## src/rtl/ex_mem_req.sv

```systemverilog
// EX-stage data-SRAM request issuer: turns ld/st ops into req/addr_ok handshakes,
// stalls EX until the address phase completes and marks data_ok returns owed to flushed requests.
module ex_mem_req #(
  parameter int CNT_W = 2
) (
  input  logic        clk,
  input  logic        resetn,
  input  logic        ex_valid,
  input  logic [4:0]  ex_ld_op,
  input  logic [2:0]  ex_st_op,
  input  logic [31:0] ex_addr,
  input  logic [31:0] ex_st_data,
  input  logic        ex_exc_in,
  input  logic        flush,
  input  logic        mem_allow_in,
  output logic        ex_ready_go,
  output logic        ale,
  output logic        wait_data_ok,
  output logic        data_sram_req,
  output logic        data_sram_wr,
  output logic [1:0]  data_sram_size,
  output logic [3:0]  data_sram_wstrb,
  output logic [31:0] data_sram_addr,
  output logic [31:0] data_sram_wdata,
  input  logic        data_sram_addr_ok,
  input  logic        data_sram_data_ok,
  output logic        data_ok_discard,
  output logic [1:0]  state_dbg
);

  // Handshake: a request is accepted in any cycle where data_sram_req and
  // data_sram_addr_ok are both high; once raised, req and every request field
  // stay stable until that cycle. data_ok returns one per accepted request, in order.

  typedef enum logic [1:0] {
    S_IDLE = 2'd0,
    S_REQ  = 2'd1,
    S_ACC  = 2'd2
  } state_t;

  state_t state, state_next;

  logic             cancel, cancel_next;
  logic [CNT_W-1:0] inflight, inflight_next;
  logic [CNT_W-1:0] discard_cnt;

  logic        lat_wr;
  logic [1:0]  lat_size;
  logic [3:0]  lat_wstrb;
  logic [31:0] lat_addr;
  logic [31:0] lat_wdata;

  logic        mem_op, is_word, is_half, start, accept, advance, latch_en;
  logic        ex_wr;
  logic [1:0]  ex_size;
  logic [3:0]  ex_wstrb;
  logic [31:0] ex_wdata;

  // Op decode: ld {w,b,bu,h,hu}, st {w,h,b}
  assign mem_op  = (|ex_ld_op) | (|ex_st_op);
  assign is_word = ex_ld_op[4] | ex_st_op[2];
  assign is_half = ex_ld_op[1] | ex_ld_op[0] | ex_st_op[1];
  assign ex_wr   = |ex_st_op;
  assign ex_size = is_word ? 2'd2 : (is_half ? 2'd1 : 2'd0);

  assign ale = ex_valid & ((is_half & ex_addr[0]) | (is_word & (|ex_addr[1:0])));

  always_comb begin
    ex_wstrb = 4'b0000;
    ex_wdata = ex_st_data;
    if (ex_st_op[0]) begin
      ex_wstrb = 4'b0001 << ex_addr[1:0];
      ex_wdata = {4{ex_st_data[7:0]}};
    end else if (ex_st_op[1]) begin
      ex_wstrb = ex_addr[1] ? 4'b1100 : 4'b0011;
      ex_wdata = {2{ex_st_data[15:0]}};
    end else if (ex_st_op[2]) begin
      ex_wstrb = 4'b1111;
    end
  end

  assign start = ex_valid & mem_op & ~ale & ~ex_exc_in & ~flush & (discard_cnt == '0);

  assign data_sram_req   = (state == S_IDLE) ? start : (state == S_REQ);
  assign data_sram_wr    = (state == S_IDLE) ? ex_wr    : lat_wr;
  assign data_sram_size  = (state == S_IDLE) ? ex_size  : lat_size;
  assign data_sram_wstrb = (state == S_IDLE) ? ex_wstrb : lat_wstrb;
  assign data_sram_addr  = (state == S_IDLE) ? ex_addr  : lat_addr;
  assign data_sram_wdata = (state == S_IDLE) ? ex_wdata : lat_wdata;

  assign accept  = data_sram_req & data_sram_addr_ok;
  assign ex_ready_go = ~ex_valid | ~mem_op | ale | ex_exc_in | (state == S_ACC) | (accept & ~cancel);
  assign advance = ex_ready_go & mem_allow_in;

  assign wait_data_ok = ex_valid & mem_op & ~ale & ~ex_exc_in
                      & ((state == S_ACC) | accept) & ~cancel;

  assign data_ok_discard = data_sram_data_ok & (discard_cnt != '0);
  assign state_dbg       = state;

  always_comb begin
    state_next  = state;
    cancel_next = cancel;
    latch_en    = 1'b0;
    case (state)
      S_IDLE: begin
        if (start) begin
          if (data_sram_addr_ok) begin
            state_next = advance ? S_IDLE : S_ACC;
          end else begin
            state_next = S_REQ;
            latch_en   = 1'b1;
          end
        end
      end
      S_REQ: begin
        // The interconnect may already hold the request, so a flush only marks it cancelled.
        if (data_sram_addr_ok) begin
          state_next  = (cancel | flush | advance) ? S_IDLE : S_ACC;
          cancel_next = 1'b0;
        end else if (flush) begin
          cancel_next = 1'b1;
        end
      end
      S_ACC: begin
        if (advance | flush) state_next = S_IDLE;
      end
      default: state_next = S_IDLE;
    endcase
  end

  assign inflight_next = inflight + CNT_W'(accept) - CNT_W'(data_sram_data_ok);

  always_ff @(posedge clk) begin
    if (!resetn) begin
      state       <= S_IDLE;
      cancel      <= 1'b0;
      inflight    <= '0;
      discard_cnt <= '0;
      lat_wr      <= 1'b0;
      lat_size    <= 2'd0;
      lat_wstrb   <= 4'd0;
      lat_addr    <= 32'd0;
      lat_wdata   <= 32'd0;
    end else begin
      state    <= state_next;
      cancel   <= cancel_next;
      inflight <= inflight_next;
      // On flush every request still owed a data_ok (after this cycle's traffic) is dropped.
      if (flush) begin
        discard_cnt <= inflight_next;
      end else begin
        discard_cnt <= discard_cnt + CNT_W'(cancel & accept) - CNT_W'(data_ok_discard);
      end
      if (latch_en) begin
        lat_wr    <= ex_wr;
        lat_size  <= ex_size;
        lat_wstrb <= ex_wstrb;
        lat_addr  <= ex_addr;
        lat_wdata <= ex_wdata;
      end
    end
  end

endmodule

```

## config.mk

```make
export PLATFORM = sky130hd
export DESIGN_NAME = ex_mem_req
export DESIGN_NICKNAME = d
export VERILOG_FILES = /design/src/rtl/ex_mem_req.sv
export SDC_FILE = /design/constraint.sdc
export NUM_CORES = 1
export LEC_CHECK = 0
export BUFFER_PORTS_ARGS = -buffer_cell sky130_fd_sc_hd__buf_2
export CORE_MARGIN = 2
export CORE_UTILIZATION = 45
export DETAILED_ROUTE_END_ITERATION = 7
export MAX_ROUTING_LAYER = met4
export PLACE_DENSITY = 0.78
export SLEW_MARGIN = 20
export SYNTH_ARGS = -nofsm -noshare
export SYNTH_HDL_FRONTEND = slang
export SYNTH_SLANG_ARGS = --single-unit
```

## constraint.sdc

```tcl
create_clock -name clk -period 6.7 [get_ports clk]
set_input_delay 0.67 -clock clk [delete_from_list [all_inputs] [get_ports clk]]
set_output_delay 0.67 -clock clk [all_outputs]
set_load 0.01 [all_outputs]
```

* Word level (Yosys, flattened, before mapping)
Index checks and enable logic that the tools add are counted.
Operators by class: muxes and demuxes 27, bitwise logic cells 35, reductions and logical operators 9, equal/unequal tests 5, shift-type cells 1, add/sub/neg operators 4
Operators with widths (number):
- 32-bit two-way mux | 4
- 4-bit two-way mux | 5
- 2-bit two-way mux | 9
- 1-bit bitwise AND | 15
- 1-bit OR | 14
- 1-bit two-way mux | 8
- 1-bit inverter | 6
- 2-bit one-hot mux with 3 select lines | 1
- 5-bit OR reduction | 1
- 2-bit by 1-bit adder with 2-bit output | 2
- 2-bit logical NOT | 2
- 2-bit != test (second input constant) | 2
- 2-bit nonzero test | 2
- 1-bit by 2-bit << shifter with 4-bit output (first input constant) | 1
- 2-bit by 1-bit subtractor with 2-bit output | 2
- 3-bit AND reduction | 1
- 3-bit OR reduction | 1
- 2-bit by 1-bit == test with 1-bit output (second input constant) | 1
- 2-bit == test (second input constant) | 1
- 2-bit by 1-bit != test with 1-bit output (second input constant) | 1
- 2-bit AND reduction | 1
- 2-bit OR reduction | 1
Storage, ports and cells: input port bits 80, register bits after elaboration 78, output and inout bits 78

* Longest topological paths before layout
Gate-level depths: netlist (run 1).
depth after elaboration 19, mapped depth 12, gate-level depth less buffers 11

* Least setup slack after synthesis (run 1)
No wires, ideal clock.
path kind input-to-reg, from input port ex_st_op[1], to register discard_cnt[1], path buffers 1, required time 6.585 ns, library setup time 0.115 ns, stages 12, arrival 2.819 ns, setup slack 3.766 ns, path through clkbuf_1 or4_1 o21a_1 a31o_2 nand2_1 ha_1 inv_1 ha_1 xor2_1 xnor2_1 nor2b_1 o21a_1
Between the ends: longest elaborated chain between the ends 15
Ends and longest elaborated chain:
- start: declaration | line 10 | input logic [2:0] ex_st_op,
- 1-bit OR | line 62 | assign is_half = ex_ld_op[1] | ex_ld_op[0] | ex_st_op[1];
- 1-bit bitwise AND | line 66 | assign ale = ex_valid & ((is_half & ex_addr[0]) | (is_word & (|ex_addr[1:0])));
- 1-bit OR | line 66
- 1-bit bitwise AND | line 66
- 1-bit inverter | line 82 | assign start = ex_valid & mem_op & ~ale & ~ex_exc_in & ~flush & (discard_cnt == '0);
- 1-bit bitwise AND * (4 in series) | line 82
- 1-bit two-way mux * | line 84 | assign data_sram_req = (state == S_IDLE) ? start : (state == S_REQ);
- 1-bit bitwise AND * | line 91 | assign accept = data_sram_req & data_sram_addr_ok;
- 1-bit bitwise AND | line 153 | discard_cnt <= discard_cnt + CNT_W'(cancel & accept) - CNT_W'(data_ok_discard);
- 2-bit by 1-bit adder with 2-bit output | line 153
- 2-bit by 1-bit subtractor with 2-bit output | line 153
- 2-bit two-way mux * | line 150 | if (flush) begin
- end signal: assignment | line 151 | discard_cnt <= inflight_next;
- end signal: assignment | line 153
- end: declaration | line 45 | logic [CNT_W-1:0] discard_cnt;
Every way passes the cells marked *; elsewhere a longest branch is shown, timed or not. A chain may end at the register's enable or synchronous reset.

* Worst setup path in the final report (run 1)
from input port ex_st_op[0], to output port data_sram_wstrb[2]
Between the ends: longest elaborated chain between the ends 2
Ends and longest elaborated chain:
- 4-bit two-way mux | line 71 | if (ex_st_op[0]) begin
- 4-bit two-way mux | line 87 | assign data_sram_wstrb = (state == S_IDLE) ? ex_wstrb : lat_wstrb;
- end: declaration | line 22 | output logic [3:0] data_sram_wstrb,
Every way passes these cells.

==> summary.txt, run 1 <==
Outcome
  – Outcome: completed

Placed design
  – Buffers on Ports: 157
  – GP Congestion: 0.9107
  – HPWL after DPL: 8.925 mm

Flow run
  – Max-cap violations: 0

Setup path
  – Critical Path, Cell by Cell: buf_2 > nor2_1 > and2_1 > a21oi_1 > o21ai_0 > buf_2
  – Crit-path most repeated cell: buf_2
  – Worst-path maximum fanout: 30
  – CP max stage cell: nor2_1
  – CP endpoint kind: output pin
  – Largest stage delay, worst path: 0.82 ns
  – Bufs and invs on worst path: 2
  – Critical Path AT: 2.79 ns
  – Family with the most delay on the worst path: simple AND/OR/NAND/NOR gates
  – Kind of critical path: in2out
  – CP required: 6.03 ns
  – Critical Path Source Type: input port

Worst hold path
  – Hold crit path type: reg2reg

Route
  – Drt total wl: 12.96 mm
  – DRC: 0
  – Vias after detailed routing: 4697
  – 1st-pass router iterations: 4
  – Number of DRC markers in iteration 0: 312
  – Post-route ant nets: 0
  – Drt via density: 5.356
  – Wire per inst: 14.78 um

STA
  – Finish-stage setup viols: 0
  – Post-route clock skew: 0.006503 ns
  – Period utilization: 0.5157
  – RSZ-0062 raised after global routing: no
  – Final slew viol count: 0
  – Rel. slew slack: 0.3270
  – Worst-Margin Slew: 1.007 ns
  – Tmin final: 3.455 ns
  – Fmax: 289.4 MHz
  – Final Hold Fails: 0
  – Setup_tns: 0 ns

Floorplan
  – Core footprint: 9864 um^2
  – Initial core utilization: 0.4674
  – Area of the die: 11070 um^2
  – FP Rows: 36
  – Chip Height: 105.2 um
  – Io pins: 158
  – Die width: 105.2 um

Logic synthesis
  – Syn nets: 704
  – Register area share after synthesis: 0.3387
  – Number of synthesized register bits: 78
  – Area share of the largest cell type after synthesis: 0.3387
  – Synthesized area per cell: 7.437 um^2
  – Largest area contributor in the netlist: dfxtp_1
  – Top FF cell, synth: dfxtp_1
  – Synth unique cells: 38
  – Ys async rst share: 0
  – Count of flip-flops with a built-in enable after synthesis: 0
  – Area of the mapped netlist: 4611 um^2
  – Cells after synthesis: 620
  – Synth area leaders: dfxtp_1 (34%), nand2_1 (20%), mux2i_1 (17%)
  – Synth warn: 0

Clock tree
  – Cts hold-fix bufs: 0
  – CTS H-Tree Depth: 3
  – Postcts setup bufs: 0
  – Max clock buf depth: 2
  – Total CTS buffers: 9
  – Worst-Skew Late Latency: 0.34 ns
  – Clock Sink Count: 78
  – Post-cts resize count: 0
  – CTS tree: built
  – Clk pin slew, worst setup/hold paths: 0.08 ns
  – Root buf cell: clkbuf_8

Power and ir drop
  – PD cells: 186.5 nW/um^2
  – Total power: 1.038 mW
  – Worst IR drop on VDD: 0.09154 mV
  – Pleak: 2.842 nW

GRT
  – Overall routing resource usage: 0.2348
  – Initial antenna violation count: 0
  – First-pass GRT wire length: 20.88 mm
  – Largest net degree at the start of global routing: 100
  – GRT overflow: 0
  – Vias in the first global route: 4308

Final layout
  – Number of diodes: 0
  – Fraction of layout cells with a size suffix above 1: 0.2513
  – Fin nets: 823
  – Fillers: 922
  – Area Overhead vs Synth: 20.68%
[layer usage]
metal,vias up,GRT usage,routed length [um]
li1,2331,-,-
met1,2158,0.2920,5647
met2,189,0.3885,6167
met3,19,0.03958,906
met4,0,0.07524,239
met5,-,-,0
[flip-flops by register name (all words and copies together), names as in the netlist]
| register | count |
|---|---|
| discard_cnt | 2 |
| lat_wr | 1 |
| lat_addr | 32 |
| cancel | 1 |
| lat_wstrb | 4 |
| inflight | 2 |
| lat_wdata | 32 |
| state_dbg | 2 |
| lat_size | 2 |
[kinds of logic (layout without fill, tap and decap cells)]
family | after synthesis | after routing | share of synthesized area
AND/OR/NAND/NOR | 303 | 303 | 0.2662
AO/OA/AOI/OAI | 97 | 97 | 0.1471
multiplexers | 79 | 79 | 0.1715
flip-flops | 78 | 78 | 0.3387
buffers and inverters | 56 | 180 | 0.05997
adder cells (fa/ha/maj) | 4 | 4 | 0.01086
XOR/XNOR | 3 | 3 | 0.005700
[worst min-delay path: stages (launching register included)]
cell     delay [ns]
dfxtp_1        0.32
nand2_1        0.05
mux2i_1        0.05
[path summary, 6_finish.rpt]
check | cells after the start | slack [ns] | startpoint | endpoint
worst max-delay path | 6 | 3.24 | ex_st_op[0] | data_sram_wstrb[2]
worst min-delay path | 2 | 0.46 | lat_addr[5] | lat_addr[5]
worst max register to register | 5 | 4.09 | state_dbg[0] | lat_addr[22]
worst min register to register | 2 | 0.46 | lat_addr[5] | lat_addr[5]
[area by class of cell]
class / count / area (um^2) / area share
Inverter: 4 / 15.01 / 0.002698
Timing Repair Buffer: 160 / 830.8 / 0.1493
Multi-Input combinational cell: 486 / 2789 / 0.5012
Clock buffer: 13 / 158.9 / 0.02856
Clock inverter: 3 / 42.54 / 0.007646
Tap cell: 133 / 166.4 / 0.02991
Sequential cell: 78 / 1562 / 0.2806
[layout by cell type (no fill, tap or decap), drive strengths merged]
cell	n
nor2b	4
clkinvlp	1
xor2	2
nor3b	1
xnor2	1
nand2	250
o22ai	1
o311ai	20
a31o	1
bufinv	1
nand4	1
o31ai	18
nor2	17
nor4	1
a31oi	2
or2	1
o21a	4
ha	4
or3	3
or4	3
o22a	1
mux2i	79
nand3b	1
nand2b	12
o2bb2ai	1
a22oi	1
nand3	2
buf	160
a21oi	10
o21ai	36
inv	4
clkbuf	13
nor3	3
and2	4
clkinv	1
dfxtp	78
a211oi	2
[metrics by stage]
step | util | cell area (um^2) | setup slack [ns] | hold slack [ns] | cells
2_1_floorplan | - | 4611 | 3.766 | 0.4382 | 620
3_3_place_gp | 0.5405 | 5331 | 2.794 | 0.4442 | 860
3_5_place_dp | 0.5405 | 5331 | 2.721 | 0.4543 | 860
4_1_cts | 0.5609 | 5533 | 3.094 | 0.4654 | 876
5_1_grt | 0.5641 | 5564 | 3.105 | 0.4798 | 877
6_report | 0.5641 | 5564 | 3.245 | 0.4629 | 877
[cells in the mapped netlist, drive strengths merged (3+ instances only)]
| library cell | instances |
|---|---|
| and2 | 4 |
| nand2b | 12 |
| nor2b | 4 |
| dfxtp | 78 |
| a21oi | 10 |
| o21a | 4 |
| inv | 4 |
| mux2i | 79 |
| o21ai | 36 |
| nor2 | 17 |
| buf | 13 |
| ha | 4 |
| o31ai | 18 |
| o311ai | 20 |
| nand2 | 250 |
| clkbuf | 39 |
| or4 | 3 |
| nor3 | 3 |
| or3 | 3 |
[power by group]
group	switching (mW)	internal [mW]	total, mW
Combinational	0.122	0.0773	0.199
Sequential	0.00517	0.471	0.476
Clock	0.170	0.192	0.362
Total	0.297	0.741	1.04
No activity file was read; power rests on OpenSTA's default activity.
==> run 2: changes to the inputs <==
--- a/config.mk
+++ b/config.mk
@@ -10,7 +10,7 @@
 export CORE_UTILIZATION = 45
 export DETAILED_ROUTE_END_ITERATION = 7
 export MAX_ROUTING_LAYER = met4
-export PLACE_DENSITY = 0.78
+export PLACE_DENSITY = 0.81
 export SLEW_MARGIN = 20
 export SYNTH_ARGS = -nofsm -noshare
 export SYNTH_HDL_FRONTEND = slang
==> constraint.sdc (replaced) <==
create_clock -name clk -period 2.9 [get_ports clk]
set_input_delay 0.29 -clock clk [delete_from_list [all_inputs] [get_ports clk]]
set_output_delay 0.29 -clock clk [all_outputs]
set_load 0.01 [all_outputs]
==> run 2 against run 1 <==
  * Combinational power rose by 140%
  * First-iteration DRC count fell by 0.96%
  * Flip-flop and latch count did not move
  * Clock power rose to 2.9 times the previous value
  * Worst setup slack got worse by 2.8 ns
  * Via count barely moved
  * Largest cell class unchanged
==> summary.txt, run 2 (synthesis gave the netlist of run 1 again) <==
Route
  – DRC: 0 (unchanged)
  – Wire per inst: 14.08 um (-4.7%)
  – Drt total wl: 12.47 mm (-3.8%)
  – Drt via density: 5.297 (-1.1%)
  – 1st-pass router iterations: 5 (+1)
  – Vias after detailed routing: 4693 (-0.085%)
  – Number of DRC markers in iteration 0: 309 (-0.96%)
  – Post-route ant nets: 0 (unchanged)

GRT
  – GRT overflow: 0 (unchanged)
  – Largest net degree at the start of global routing: 100 (unchanged)
  – Initial antenna violation count: 0 (unchanged)
  – Overall routing resource usage: 0.2252 (-0.009608)
  – First-pass GRT wire length: 20.01 mm (-4.2%)
  – Vias in the first global route: 4174 (-3.1%)

Clock tree
  – Cts hold-fix bufs: 0 (unchanged)
  – Max clock buf depth: 2 (unchanged)
  – CTS H-Tree Depth: 3 (unchanged)
  – Clock Sink Count: 78 (unchanged)
  – Total CTS buffers: 9 (unchanged)
  – Root buf cell: clkbuf_8
  – Post-cts resize count: 0 (unchanged)
  – Postcts setup bufs: 0 (unchanged)
  – CTS tree: built
  – Worst-Skew Late Latency: 0.34 ns (about the same)
  – Clk pin slew, worst setup/hold paths: 0.08 ns (about the same)

Floorplan
  – Area of the die: 11070 um^2 (unchanged)
  – Core footprint: 9864 um^2 (unchanged)
  – FP Rows: 36 (unchanged)
  – Io pins: 158 (unchanged)
  – Initial core utilization: 0.4674 (unchanged)
  – Chip Height: 105.2 um (unchanged)
  – Die width: 105.2 um (unchanged)

STA
  – Worst-Margin Slew: 0.9016 ns (-0.1055 ns)
  – Final Hold Fails: 0 (unchanged)
  – Rel. slew slack: 0.3983 (+0.07125)
  – RSZ-0062 raised after global routing: no
  – Final slew viol count: 0 (unchanged)
  – Tmin final: 2.407 ns
  – Setup_tns: 0 ns (unchanged)
  – Fmax: 415.5 MHz
  – Finish-stage setup viols: 0 (unchanged)
  – PnR worst setup slack: 0.4930 ns (-2.752 ns)
  – Period utilization: 0.8300
  – Post-route clock skew: 0.005450 ns (-0.001053 ns)

Placed design
  – GP Congestion: 0.8481 (-6.9%)
  – Buffers on Ports: 157 (unchanged)
  – HPWL after DPL: 8.652 mm (-3.1%)
  – Cell Area, Placed: 5436 um^2 (+2.0%)
  – Setup WS pre-CTS: 0.1405 ns (-2.581 ns)

Final layout
  – Fin nets: 831 (+0.97%)
  – Fraction of layout cells with a size suffix above 1: 0.2593 (+0.007964)
  – Most frequent cells in the layout: nand2_1 (250), buf_2 (156), mux2i_1 (79)
  – Fin area: 5700 um^2 (+2.5%)
  – Top Registers: lat_addr: 32 flops, lat_wdata: 32 flops, lat_wstrb: 4 flops
  – Area Overhead vs Synth: 23.64%
  – Commonest non-fill, non-tap cell in the layout: nand2_1

Power and ir drop
  – Worst IR drop on VDD: 0.2671 mV (+190%)
  – PD cells: 461.7 nW/um^2 (+150%)
  – Pleak: 2.914 nW (+2.5%)
  – Total power: 2.632 mW (+150%)

Outcome
  – Outcome: completed

Setup path
  – Critical Path AT: 2.65 ns (-0.14 ns)
  – Critical Path, Cell by Cell: buf_2 > or4_1 > o21a_1 > a31o_2 > nand2_1 > ha_1 > inv_1 > ha_1 > xor2_1 > xnor2_1 > nor2b_1 > o21a_1
  – CP max stage cell: or4_1
  – Critical Path Source Type: input port
  – CP endpoint kind: register
  – CP required: 3.14 ns (-2.89 ns)
  – Worst-path maximum fanout: 4 (-87%)
  – Kind of critical path: in2reg
  – Largest stage delay, worst path: 0.65 ns (-0.17 ns)

Worst hold path
  – Hold crit path type: in2reg

Flow run
  – Max-cap violations: 0 (unchanged)
## run 2: cell count changes in the layout (fill, tap and decap cells not counted), sizes merged
| cell | delta |
|---|---|
| buf | +8 |
| bufinv | +3 |
| clkbuf | -3 |
| clkinv | +1 |
| clkinvlp | -1 |
| diode | +1 |
## run 2: layout make-up
| class | instances | area [um^2] |
|---|---|---|
| multi-input cells | 486 | 2785 |
| inverters | 4 | 15.01 |
| well taps | 133 | 166.4 |
| flip-flops and latches | 78 | 1562 |
| clock inverters | 6 | 133.9 |
| diodes | 1 | 2.502 |
| fillers | 955 | 4164 |
| clock buffers | 10 | 127.6 |
| repair buffers | 168 | 908.4 |
## run 2: where the power goes
part	internal (mW)	switching [mW]
logic	0.189	0.281
clock network	0.660	0.402
registers	1.09	0.0116
## run 2: worst paths after layout
path                        from             end  slack (ns)  cells after the start
hold reg to reg     lat_wdata[4]    lat_wdata[4]        0.46                      2
setup reg to reg  discard_cnt[1]  discard_cnt[1]        0.75                     10
setup / recovery     ex_ld_op[1]  discard_cnt[1]        0.49                     12
hold / removal      mem_allow_in    state_dbg[1]        0.17                      2
## run 2: metrics by stage
step                instances  hold WS [ns]    util
floorplan                 620        0.3687       -
global placement          869        0.4453  0.5511
detailed placement        869        0.4520  0.5511
CTS                       885        0.1498  0.5776
global route              885        0.1525  0.5776
finish                    886        0.1663  0.5779
## run 2: worst max-delay path, delay by kind of cell
kind / cells / cell delay, ns
AO/OA/AOI/OAI: 3 / 0.73
adder cells (fa/ha/maj): 2 / 0.36
buffers and inverters: 2 / 0.17
XOR/XNOR: 2 / 0.34
AND/OR/NAND/NOR: 3 / 0.78
## run 2: metal layers
metal	GRT usage	routed length [um]	share of wire
met2	0.3479	5650	0.45
met4	0.1133	450	0.036
met1	0.2798	5471	0.44
met5	-	0	0
met3	0.04453	900	0.072
